`src/rtl/gtt_pkg.sv`:
```
// Shared types and sizes for the gate truth-table sequencer.
package gtt_pkg;

  typedef enum logic [2:0] {
    IDLE,
    APPLY,
    SETTLE,
    SAMPLE,
    DONE
  } seq_state_t;

  localparam int NUM_VEC = 4;
  localparam int VEC_W   = 2;

endpackage

```
`src/rtl/settle_timer.sv`:
```
// Loadable down-counter that marks when a GUT input vector has settled.
module settle_timer #(
  parameter int SETTLE_CYCLES = 4,
  parameter int CNT_W         = $clog2(SETTLE_CYCLES + 1)
) (
  input  logic i_clk,
  input  logic i_rst,
  input  logic i_load,
  output logic o_expired
);

  logic [CNT_W-1:0] r_cnt;

  // Load SETTLE_CYCLES-1 so the count reaches zero on the last settle cycle.
  always_ff @(posedge i_clk) begin
    if (i_rst) begin
      r_cnt <= '0;
    end else if (i_load) begin
      r_cnt <= CNT_W'(SETTLE_CYCLES - 1);
    end else if (r_cnt != '0) begin
      r_cnt <= r_cnt - CNT_W'(1);
    end
  end

  assign o_expired = (r_cnt == '0);

endmodule

```
`src/rtl/gate_truth_table_sequencer.sv`:
```
// Self-test sequencer for a 2-input gate: walks vectors 00..11, samples the
// gate output after a settle time and compares against an expected table.
module gate_truth_table_sequencer
  import gtt_pkg::*;
#(
  parameter int SETTLE_CYCLES = 4
) (
  input  logic               i_clk,
  input  logic               i_rst,
  input  logic               i_start,
  input  logic               i_abort,
  input  logic [NUM_VEC-1:0] i_exp_tt,
  input  logic               i_gate_y,
  output logic               o_gate_a,
  output logic               o_gate_b,
  output logic               o_busy,
  output logic               o_done,
  output logic               o_pass,
  output logic [NUM_VEC-1:0] o_obs_tt,
  output logic [NUM_VEC-1:0] o_fail_mask
);

  if (SETTLE_CYCLES < 1) begin : g_bad_settle
    $error("SETTLE_CYCLES must be at least 1");
  end

  seq_state_t         r_state;
  seq_state_t         w_state_next;
  logic [VEC_W-1:0]   r_idx;
  logic [NUM_VEC-1:0] r_exp;
  logic [NUM_VEC-1:0] r_obs;
  logic [NUM_VEC-1:0] r_fail;
  logic               r_pass;
  logic [NUM_VEC-1:0] w_obs_next;
  logic               w_load;
  logic               w_expired;
  logic               w_accept;
  logic               w_last_vec;

  assign w_accept   = i_start && !i_abort;
  assign w_last_vec = (r_idx == VEC_W'(NUM_VEC - 1));

  settle_timer #(
    .SETTLE_CYCLES(SETTLE_CYCLES)
  ) u_settle_timer (
    .i_clk    (i_clk),
    .i_rst    (i_rst),
    .i_load   (w_load),
    .o_expired(w_expired)
  );

  // State register.
  always_ff @(posedge i_clk) begin
    if (i_rst) begin
      r_state <= IDLE;
    end else begin
      r_state <= w_state_next;
    end
  end

  // Next-state logic; abort overrides every transition outside IDLE.
  always_comb begin
    w_state_next = r_state;
    w_load       = 1'b0;
    if (r_state != IDLE && i_abort) begin
      w_state_next = IDLE;
    end else begin
      unique case (r_state)
        IDLE: begin
          if (w_accept) w_state_next = APPLY;
        end
        APPLY: begin
          w_load       = 1'b1;
          w_state_next = SETTLE;
        end
        SETTLE: begin
          if (w_expired) w_state_next = SAMPLE;
        end
        SAMPLE: begin
          w_state_next = w_last_vec ? DONE : APPLY;
        end
        DONE: begin
          w_state_next = IDLE;
        end
        default: w_state_next = IDLE;
      endcase
    end
  end

  // Observed table including the bit captured this cycle.
  always_comb begin
    w_obs_next        = r_obs;
    w_obs_next[r_idx] = i_gate_y;
  end

  // Index and result registers. Verdict is formed as the run enters DONE so
  // pass/fail_mask are already valid while done pulses.
  always_ff @(posedge i_clk) begin
    if (i_rst) begin
      r_idx  <= '0;
      r_exp  <= '0;
      r_obs  <= '0;
      r_fail <= '0;
      r_pass <= 1'b0;
    end else if (r_state == IDLE) begin
      if (w_accept) begin
        r_idx  <= '0;
        r_exp  <= i_exp_tt;
        r_obs  <= '0;
        r_fail <= '0;
        r_pass <= 1'b0;
      end
    end else if (i_abort) begin
      // Partial samples stay visible for debug.
      r_idx  <= '0;
      r_fail <= '0;
      r_pass <= 1'b0;
    end else if (r_state == SAMPLE) begin
      r_obs <= w_obs_next;
      if (w_last_vec) begin
        r_fail <= w_obs_next ^ r_exp;
        r_pass <= (w_obs_next == r_exp);
      end else begin
        r_idx <= r_idx + VEC_W'(1);
      end
    end
  end

  // The vector index drives the GUT directly, so the last vector is held.
  always_comb begin
    o_gate_a    = r_idx[1];
    o_gate_b    = r_idx[0];
    o_busy      = (r_state == APPLY) || (r_state == SETTLE) || (r_state == SAMPLE);
    o_done      = (r_state == DONE);
    o_pass      = r_pass;
    o_obs_tt    = r_obs;
    o_fail_mask = r_fail;
  end

endmodule

```
`config.mk`:
```
export PLATFORM = sky130hd
export DESIGN_NAME = gate_truth_table_sequencer
export DESIGN_NICKNAME = d
export VERILOG_FILES = /design/src/rtl/gtt_pkg.sv /design/src/rtl/settle_timer.sv /design/src/rtl/gate_truth_table_sequencer.sv
export SDC_FILE = /design/constraint.sdc
export NUM_CORES = 1
export LEC_CHECK = 0
export CAP_MARGIN = 30
export CORE_MARGIN = 1
export CORE_UTILIZATION = 50
export DETAILED_ROUTE_END_ITERATION = 10
export PLACE_DENSITY_LB_ADDON = 0.25
export SLEW_MARGIN = 20
export SYNTH_ARGS = -nofsm -noshare
export SYNTH_HDL_FRONTEND = slang
export SYNTH_HIERARCHICAL = 1
export SYNTH_SLANG_ARGS = --single-unit
```
`constraint.sdc`:
```
create_clock -name i_clk -period 1.9 [get_ports i_clk]
set_clock_uncertainty 0.15 [all_clocks]
set_input_delay 0.19 -clock i_clk [delete_from_list [all_inputs] [get_ports i_clk]]
set_output_delay 0.19 -clock i_clk [all_outputs]
set_load 0.02 [all_outputs]
```
==> results.cfg, run 1 <==
[outcome]
status = complete, no violations

[setup_path]
crit_path_max_fanout = 7
crit_buf_inv = 0
cp-end-kind = flip-flop
crit_chain = ha_2 -> and3b_1 -> o21ai_2 -> or4_1 -> a21oi_1
reg2reg_from = r_idx[0]$_SDFFE_PP0P_
critPathKind = flip-flop to flip-flop
cp.required_ps = 2000
cp-startpoint = r_idx[0]$_SDFFE_PP0P_
crit_slowest_cell = or4_1
cp_top_family = simple AND/OR/NAND/NOR gates
cp.arrival_ps = 1900
slowest_delay_ps = 480
crit_path_start_kind = flip-flop

[finish]
final_cell_mix = 19 x clkdlybuf4s50_1, 16 x dfxtp_1, 15 x a21oi_1
fillerInstances = 168
multi_input_area_sq_um = 684
nets = 180
ff_latch_area_sq_um = 432
final_common_cell = clkdlybuf4s50_1
syn2layout_area_growth_pct = 31.9
drive_gt1_share_pct = 16.5
antennaDiodeCount = 0

[yosys]
syn-num-nets = 149
synth_edf_count = 0
synthCells = 134
synth_area_leaders = dfxtp_1 37%, a21oi_1 6.5%, ha_1 6.5%
ys.flop_type = dfxtp_1
synth_top_area_cell = dfxtp_1
yosys.area.top_type_share_pct = 36.6
syn_avg_cell_area_sq_um = 8.58
synth-async-reset-ratio_pct = 0
ys_seq_area_share_pct = 36.6
netlist_area_sq_um = 1150
ys_types = 41
ys_ff_latch = 21
yosys_warnings = 6

[clock_network]
h-tree-depth = 1
cts_root_buffer = clkbuf_4
cts.clk_slew.worst_paths_ps = 120
cts_hold_buf = 0
post_cts_buffers = 0
clock_sinks = 21
cts.path.max_buffers = 2
cts_tree = done
clock_latency_ps = 310
numCtsBuffers = 3

[drt]
antenna_left = 0
finalWirelength_um = 2680
routed_via_density = 5.58
vias = 1065
route.detailed.drc = 0
wl_per_cell_um = 14.0
dr.pass1.iters = 3
drt_iter0_drc = 14

[power]
p_sw_share_pct = 31.0
power_switching_uw = 317
leakagePower_uw = 0.000587
seqPwrFrac_pct = 49.5
p_int_uw = 706
power_frac_comb_pct = 28.7
total_power_uw = 1020
peakVddDrop_mv = 0.486
pwr-share-clk_pct = 21.8
power.density_nw_per_um2 = 675

[floorplan]
die_w_um = 50.0
core_area_sq_um = 2060
initial_core_util_pct = 55.8
dieArea_sq_um = 2500
ios = 22
die_h_um = 50.0
num_rows = 16

[grt]
grt_pass1_wl_um = 4730
grt.overflow.total = 0
grt_usage_pct = 24.8
grt_max_degree = 18
grt_pass1_vias = 1076
antenna_found_initial = 0

[timing]
finalHoldViolCount = 0
worst-slew-pin-transition_ps = 356
period_minus_slack_ps = 1810
slew_headroom_pct = 75.7
fmax_mhz = 553
drv_slew = 0
final-setup-viol-count = 0
period_share_pct = 95.2
hold_ws_ps = 285
rsz0062_at_grt = true

[min_path]
hp-start = i_exp_tt[1]
hp-class = input port to flip-flop

[place]
numPortBuffers = 21
gp_congestion = 0.807
place_hpwl_um = 1990

[flow_run]
maxCapViolations = 0
-- layout make-up --
type | instances | share of cell area (%)
multi-input cells | 99 | 45.1
flip-flops and latches | 21 | 28.5
repair buffers | 33 | 20.7
well taps | 27 | 2.23
clock buffers | 4 | 1.73
inverters | 7 | 1.73
-- synth_stat cells, types with 3 or more instances --
cell type,count
clkbuf_1,4
nand2_1,11
nand3_1,10
inv_1,7
dfxtp_1,21
o21ai_0,4
a21oi_1,15
ha_1,6
or4_1,5
mux2i_1,5
nor2_1,7
xor2_1,4
nor4b_1,3
-- sequential cells by signal, summed over array words and instances (netlist names) --
signal,count
o_fail_mask,4
o_obs_tt,4
o_pass,1
r_exp,4
r_idx,2
r_state,3
u_settle_timer/r_cnt,3
-- worst min-delay path, stage by stage --
cell	delay [ps]
clkdlybuf4s50_1	400
nand3_1	70
a21oi_1	50
-- per-layer routing --
metal | routed length (um) | GRT usage [%] | vias to the layer above
li1 | - | - | 541
met1 | 1210 | 30.6 | 500
met2 | 1340 | 41.4 | 18
met3 | 88 | 5.86 | 6
met4 | 43 | 9.52 | 0
met5 | 0 | 0 | -
-- power by group through the flow --
stage | sequential [uW] | clock, uW | combinational [uW]
after CTS | 506 | 227 | 295
final | 507 | 223 | 294
after global placement | 515 | 0 | 270
after floorplan | 506 | 0 | 201
after detailed placement | 517 | 0 | 293
after global routing | 514 | 243 | 325
-- metrics by stage --
step	worst slack, ps	utilization (%)	cell area, sq um	setup TNS [ps]	instances
4_1_cts	5.82	72.6	1500	0	191
3_3_place_gp	19.4	71.0	1460	0	187
6_report	91.6	73.5	1520	0	191
2_1_floorplan	7.34	-	1150	0	134
5_1_grt	-14.2	73.5	1520	-14.2	191
3_5_place_dp	12.6	71.0	1460	0	187
-- timing repair --
item                                   in CTS  in global routing
setup endpoints to repair                   7                  6
endpoints found under the hold margin       0                  0
gates cloned                                0                  0
resized for setup                           6                  7
-- worst paths after layout --
path         cells past startpoint  slack [ps]                           to
max                              5          90  o_fail_mask[3]$_SDFFE_PP0P_
min                              3         290        r_exp[1]$_SDFFE_PP0P_
max reg2reg                      5          90  o_fail_mask[3]$_SDFFE_PP0P_
min reg2reg                      2         320  o_fail_mask[0]$_SDFFE_PP0P_
-- cell families after synthesis --
group | share of synthesized area (%)
and+or+nand+nor | 27.9
AOI/OAI and AO/OA | 15.8
adders and majority gates | 6.53
muxes | 4.35
xor gates and xnor gates | 3.81
buffers and inverters | 5.11
DFF | 36.6
(Power assumes the default switching activity.)
==> run 2, diff against run 1 <==
- SLEW_MARGIN: 20 -> default
==> results of run 2 <==
The final DEF is identical to that of run 1; final timing and power are the same.
==> run 3, diff against run 2 <==
- ABC_CLOCK_PERIOD_IN_PS: default -> 1900
==> results of run 3 <==
The final DEF is identical to that of run 1; final timing and power are the same.
==> variant 1, RTL diff (settings of run 2) <==
Re-encode `seq_state_t` (5 states) as one-hot, 5 bits wide.
--- a/src/rtl/gtt_pkg.sv
+++ b/src/rtl/gtt_pkg.sv
@@ -1,12 +1,12 @@
 // Shared types and sizes for the gate truth-table sequencer.
 package gtt_pkg;
 
-  typedef enum logic [2:0] {
-    IDLE,
-    APPLY,
-    SETTLE,
-    SAMPLE,
-    DONE
+  typedef enum logic [4:0] {
+    IDLE   = 5'b00001,
+    APPLY  = 5'b00010,
+    SETTLE = 5'b00100,
+    SAMPLE = 5'b01000,
+    DONE   = 5'b10000
   } seq_state_t;
 
   localparam int NUM_VEC = 4;
Behaviour: no difference found for any inputs over 10 cycles, from zero or initial values and one cycle with i_rst high; not proved beyond that.
==> variant 1 against run 2 <==
  * The flow now finishes with violations (setup timing)
  * Worst setup slack got worse by 160 ps
  * Via count rose by 13%
  * Non-clock buffer count increased by 5
  * Routed wire length grew 15%
  * Sequential cell count up 2
  * Area after synthesis increased by 9.8%
  * Die area up 9.4%
  * Fmax down 8.1%
  * Power grew 4.8%
  * Design area rose by 12%
  * Synthesized cell count is 10% higher
  * Critical endpoint is now o_fail_mask[1]
  * Largest cell class unchanged
==> variant 1: results (changes against run 2) <==
- The placement-stage cell area is 1600 um2 (was 1460 um2).
- The multi-input combinational cell area was 782 um2 (was 684 um2).
- The checks that failed: setup timing.
- The sink of the worst hold path is r_exp[2] (was r_exp[1]).
- Synth top cells by count: sky130_fd_sc_hd__dfxtp_1 (23), sky130_fd_sc_hd__inv_1 (16), sky130_fd_sc_hd__a21oi_1 (11) (was sky130_fd_sc_hd__dfxtp_1 (21), sky130_fd_sc_hd__a21oi_1 (15), sky130_fd_sc_hd__nand2_1 (11)).
- The number of cells on the worst reg-to-reg path is 4 (was 5).
- The total routing resource utilization after global routing is 0.244 (was 0.248).
- The number of optimization iterations in the first detailed-route pass is 5 (was 3).
- Main area contributors after synthesis: sky130_fd_sc_hd__dfxtp_1 (36%), sky130_fd_sc_hd__mux2i_1 (6.3%), sky130_fd_sc_hd__ha_1 (5.9%) (was sky130_fd_sc_hd__dfxtp_1 (37%), sky130_fd_sc_hd__a21oi_1 (6.5%), sky130_fd_sc_hd__ha_1 (6.5%)).
- The length of routed met3 wiring is 142 um (was 88 um).
- The post-detailed-placement half-perimeter wirelength came to 2120 um (was 1990 um).
- The number of distinct library cells after synthesis came to 37 (was 41).
- The pin count of the biggest net entering global routing is 14 (was 18).
- The critical path arrival is 2060 ps (was 1900 ps).
- The worst hold path startpoint is i_exp_tt[2] (was i_exp_tt[1]).
- The static leakage came to 0.685 nW (was 0.587 nW).
- The setup violation total in the final timing report is 4 (was 0).
- The setup slack after layout is -68.2 ps (was 91.6 ps).
- The number of DRC markers in iteration 0 was 19 (was 14).
- The count of mapped cells out of synthesis came to 148 (was 134).
- The global routing usage on met3 is 0.0435 (was 0.0586).
- Result of the run: complete, but fails checks (was complete, no violations).
- The number of fill cells was 183 (was 168).
- The total vias in the final route is 1202 (was 1065).
- The register-to-register path setup slack is -70 ps (was 90 ps).
[variant 1: cell count changes after synthesis, moves of 5 or more]
cell and change:
sky130_fd_sc_hd__inv_1 +9, sky130_fd_sc_hd__nand2_1 -7, sky130_fd_sc_hd__nand3_1 -8, sky130_fd_sc_hd__nand4_1 +5, sky130_fd_sc_hd__nor4_1 +5, sky130_fd_sc_hd__o22ai_1 +5
[variant 1: layout make-up]
| class | instances | area share |
|---|---|---|
| repair buffers | 38 | 0.192 |
| multi-input cells | 100 | 0.459 |
| clock inverters | 1 | 0.00294 |
| flip-flops and latches | 23 | 0.277 |
| inverters | 16 | 0.0352 |
| clock buffers | 3 | 0.0132 |
| well taps | 28 | 0.0206 |
[variant 1: cells by family after synthesis]
kind of cell	count (synthesis)	share of synthesized area
AOI/OAI and AO/OA	34	0.171
xor gates and xnor gates	4	0.0277
adders and majority gates	6	0.0595
buffers and inverters	25	0.0763
DFF	23	0.365
muxes	8	0.0634
and+or+nand+nor	48	0.237
[variant 1: worst max-delay path, cell delays in order (launching register included)]
cell,delay (ps)
sky130_fd_sc_hd__dfxtp_4,380
sky130_fd_sc_hd__or3_4,390
sky130_fd_sc_hd__or3_4,400
sky130_fd_sc_hd__or3_4,390
sky130_fd_sc_hd__o22ai_1,180
[variant 1: power by group through the flow]
stage          combinational (mW)  clock (mW)  sequential, mW
6_report                    0.292       0.239           0.542
5_1_grt                     0.330       0.257           0.545
4_1_cts                     0.279       0.239           0.543
3_5_place_dp                0.275           0           0.554
3_3_place_gp                0.265           0           0.551
2_1_floorplan               0.205           0           0.547
[variant 1: what timing repair did]
action | in CTS | in global routing
setup endpoints to repair | 7 | 11
gates resized for setup | 11 | 12
buffers inserted | 0 | 1
pin swaps | 0 | 1
==> variant 2, RTL diff (flow settings as in run 2) <==
Without the edit above. `SETTLE_CYCLES` is set to 4 in 2 places; all go to 8.
--- a/src/rtl/settle_timer.sv
+++ b/src/rtl/settle_timer.sv
@@ -1,6 +1,6 @@
 // Loadable down-counter that marks when a GUT input vector has settled.
 module settle_timer #(
-  parameter int SETTLE_CYCLES = 4,
+  parameter int SETTLE_CYCLES = 8,
   parameter int CNT_W         = $clog2(SETTLE_CYCLES + 1)
 ) (
   input  logic i_clk,
--- a/src/rtl/gate_truth_table_sequencer.sv
+++ b/src/rtl/gate_truth_table_sequencer.sv
@@ -3,7 +3,7 @@
 module gate_truth_table_sequencer
   import gtt_pkg::*;
 #(
-  parameter int SETTLE_CYCLES = 4
+  parameter int SETTLE_CYCLES = 8
 ) (
   input  logic               i_clk,
   input  logic               i_rst,
Check against the original RTL: not equivalent (a bounded check fails within 10 cycles, from zero or initial values and one cycle with i_rst high).
==> variant 2 against run 2 <==
  * Synthesized cell count is 1.5% higher
  * Routed wire length decreased by 3.1%
  * Clock power fell by 6%
  * Area after synthesis is 1.8% higher
  * Sequential cell count increased by 1
  * Highest routed layer unchanged
  * Power grew 6.4%
  * Cell count increased by 1.6%
  * Design area up 1.8%
  * Critical path type unchanged
  * Critical path depth grew 1
  * First-iteration DRC count increased to 2.6 times the old value
  * Hold slack improved by 8.2 ps
  * Worst setup slack improved by 2.4 ps
  * Die area up 1.8%
  * Count of clock-buffer cells in the layout shrank 1
==> variant 2: results (changes against run 2) <==
- Result of the run: complete, no violations (unchanged).
- The post-detailed-placement half-perimeter wirelength is 1940 um (was 1990 um).
- The number of optimization iterations in the first detailed-route pass is 4 (was 3).
- The global routing usage on met3 is 0.0273 (was 0.0586).
- The number of DRC markers in iteration 0 is 36 (was 14).
- The number of fill cells is 185 (was 168).
- The share of power burned in combinational logic is 0.314 (was 0.287).
- The routability congestion estimate from global placement is 0.842 (was 0.807).
- The share of cell area taken by muxes after synthesis was 0.0609 (was 0.0435).
- The routed length on met1 is 1160 um (was 1210 um).
- Main area contributors after synthesis: sky130_fd_sc_hd__dfxtp_1 (38%), sky130_fd_sc_hd__a21oi_1 (7.3%), sky130_fd_sc_hd__ha_1 (5.3%) (was sky130_fd_sc_hd__dfxtp_1 (37%), sky130_fd_sc_hd__a21oi_1 (6.5%), sky130_fd_sc_hd__ha_1 (6.5%)).
- The total vias in the final route is 1102 (was 1065).
- The number of cells in the finished layout apart from fillers is 194 (was 191).
- The global-route wire length before repair is 4460 um (was 4730 um).
- The number of cells on the worst reg-to-reg path was 6 (was 5).
- The startpoint of the worst register-to-register path is r_idx[1] (was r_idx[0]).
- The number of global-route vias before repair came to 1034 (was 1076).
- The time the final worst path needs with I/O delays and setup is 1810 ps (about the same).
- The post-synthesis share of cell area spent on xor and xnor gates came to 0.0449 (was 0.0381).
- The adder and majority cell fraction of the synthesized area is 0.0534 (was 0.0653).
- The global-route track usage on met1 is 0.273 (was 0.306).
- The sequential-cell power consumption is 0.539 mW (was 0.507 mW).
- The signed area change from the synthesized netlist to the final layout was 31.8% (was 31.9%).
- The net total in the final layout is 182 (was 180).
- The synthesized net count is 150 (was 149).
- The mean cell area of the mapped netlist was 8.61 um2 (was 8.58 um2).
- The end of the critical path was o_fail_mask[0] (was o_fail_mask[3]).
- The total routing resource utilization after global routing is 0.229 (was 0.248).
- The routed wire length is 2590 um (was 2680 um).
- The static leakage is 0.589 nW (was 0.587 nW).
- The cell-internal power is 0.761 mW (was 0.706 mW).
- The fraction of layout instances using a drive strength above 1 is 0.187 (was 0.165).
- The pin count of the biggest net entering global routing is 12 (was 18).
- The sequential-to-total area share from yosys stat was 0.376 (was 0.366).
- The compound-cell area share of the yosys netlist is 0.146 (was 0.158).
- The worst hold path startpoint is i_exp_tt[0] (was i_exp_tt[1]).
==> variant 2: worst max-delay path: stages (launching register included) <==
cell and delay [ps]:
sky130_fd_sc_hd__dfxtp_4 390, sky130_fd_sc_hd__inv_1 80, sky130_fd_sc_hd__ha_2 210, sky130_fd_sc_hd__mux2i_1 240, sky130_fd_sc_hd__xor2_1 110, sky130_fd_sc_hd__or4_1 410
sky130_fd_sc_hd__a21oi_1 150
==> variant 2: worst min-delay path by stage <==
stage,depth (start not counted),to,slack (ps)
finish,3,r_exp[0],290
global route,3,r_exp[1],300
CTS,3,r_exp[0],290
detailed placement,2,o_fail_mask[1],310
global placement,2,o_fail_mask[1],300
floorplan,1,u_settle_timer/r_cnt[0],110
==> variant 2: final cells by class <==
class	count	share of cell area
clock buffer	3	0.0146
inverter	6	0.0146
multi-input combinational	101	0.454
sequential	22	0.294
tap	28	0.0227
timing repair buffer	34	0.200
==> variant 2: repair_timing <==
action,CTS,global route
buffers inserted,0,1
endpoints found under the setup margin,6,8
gates resized for setup,5,11
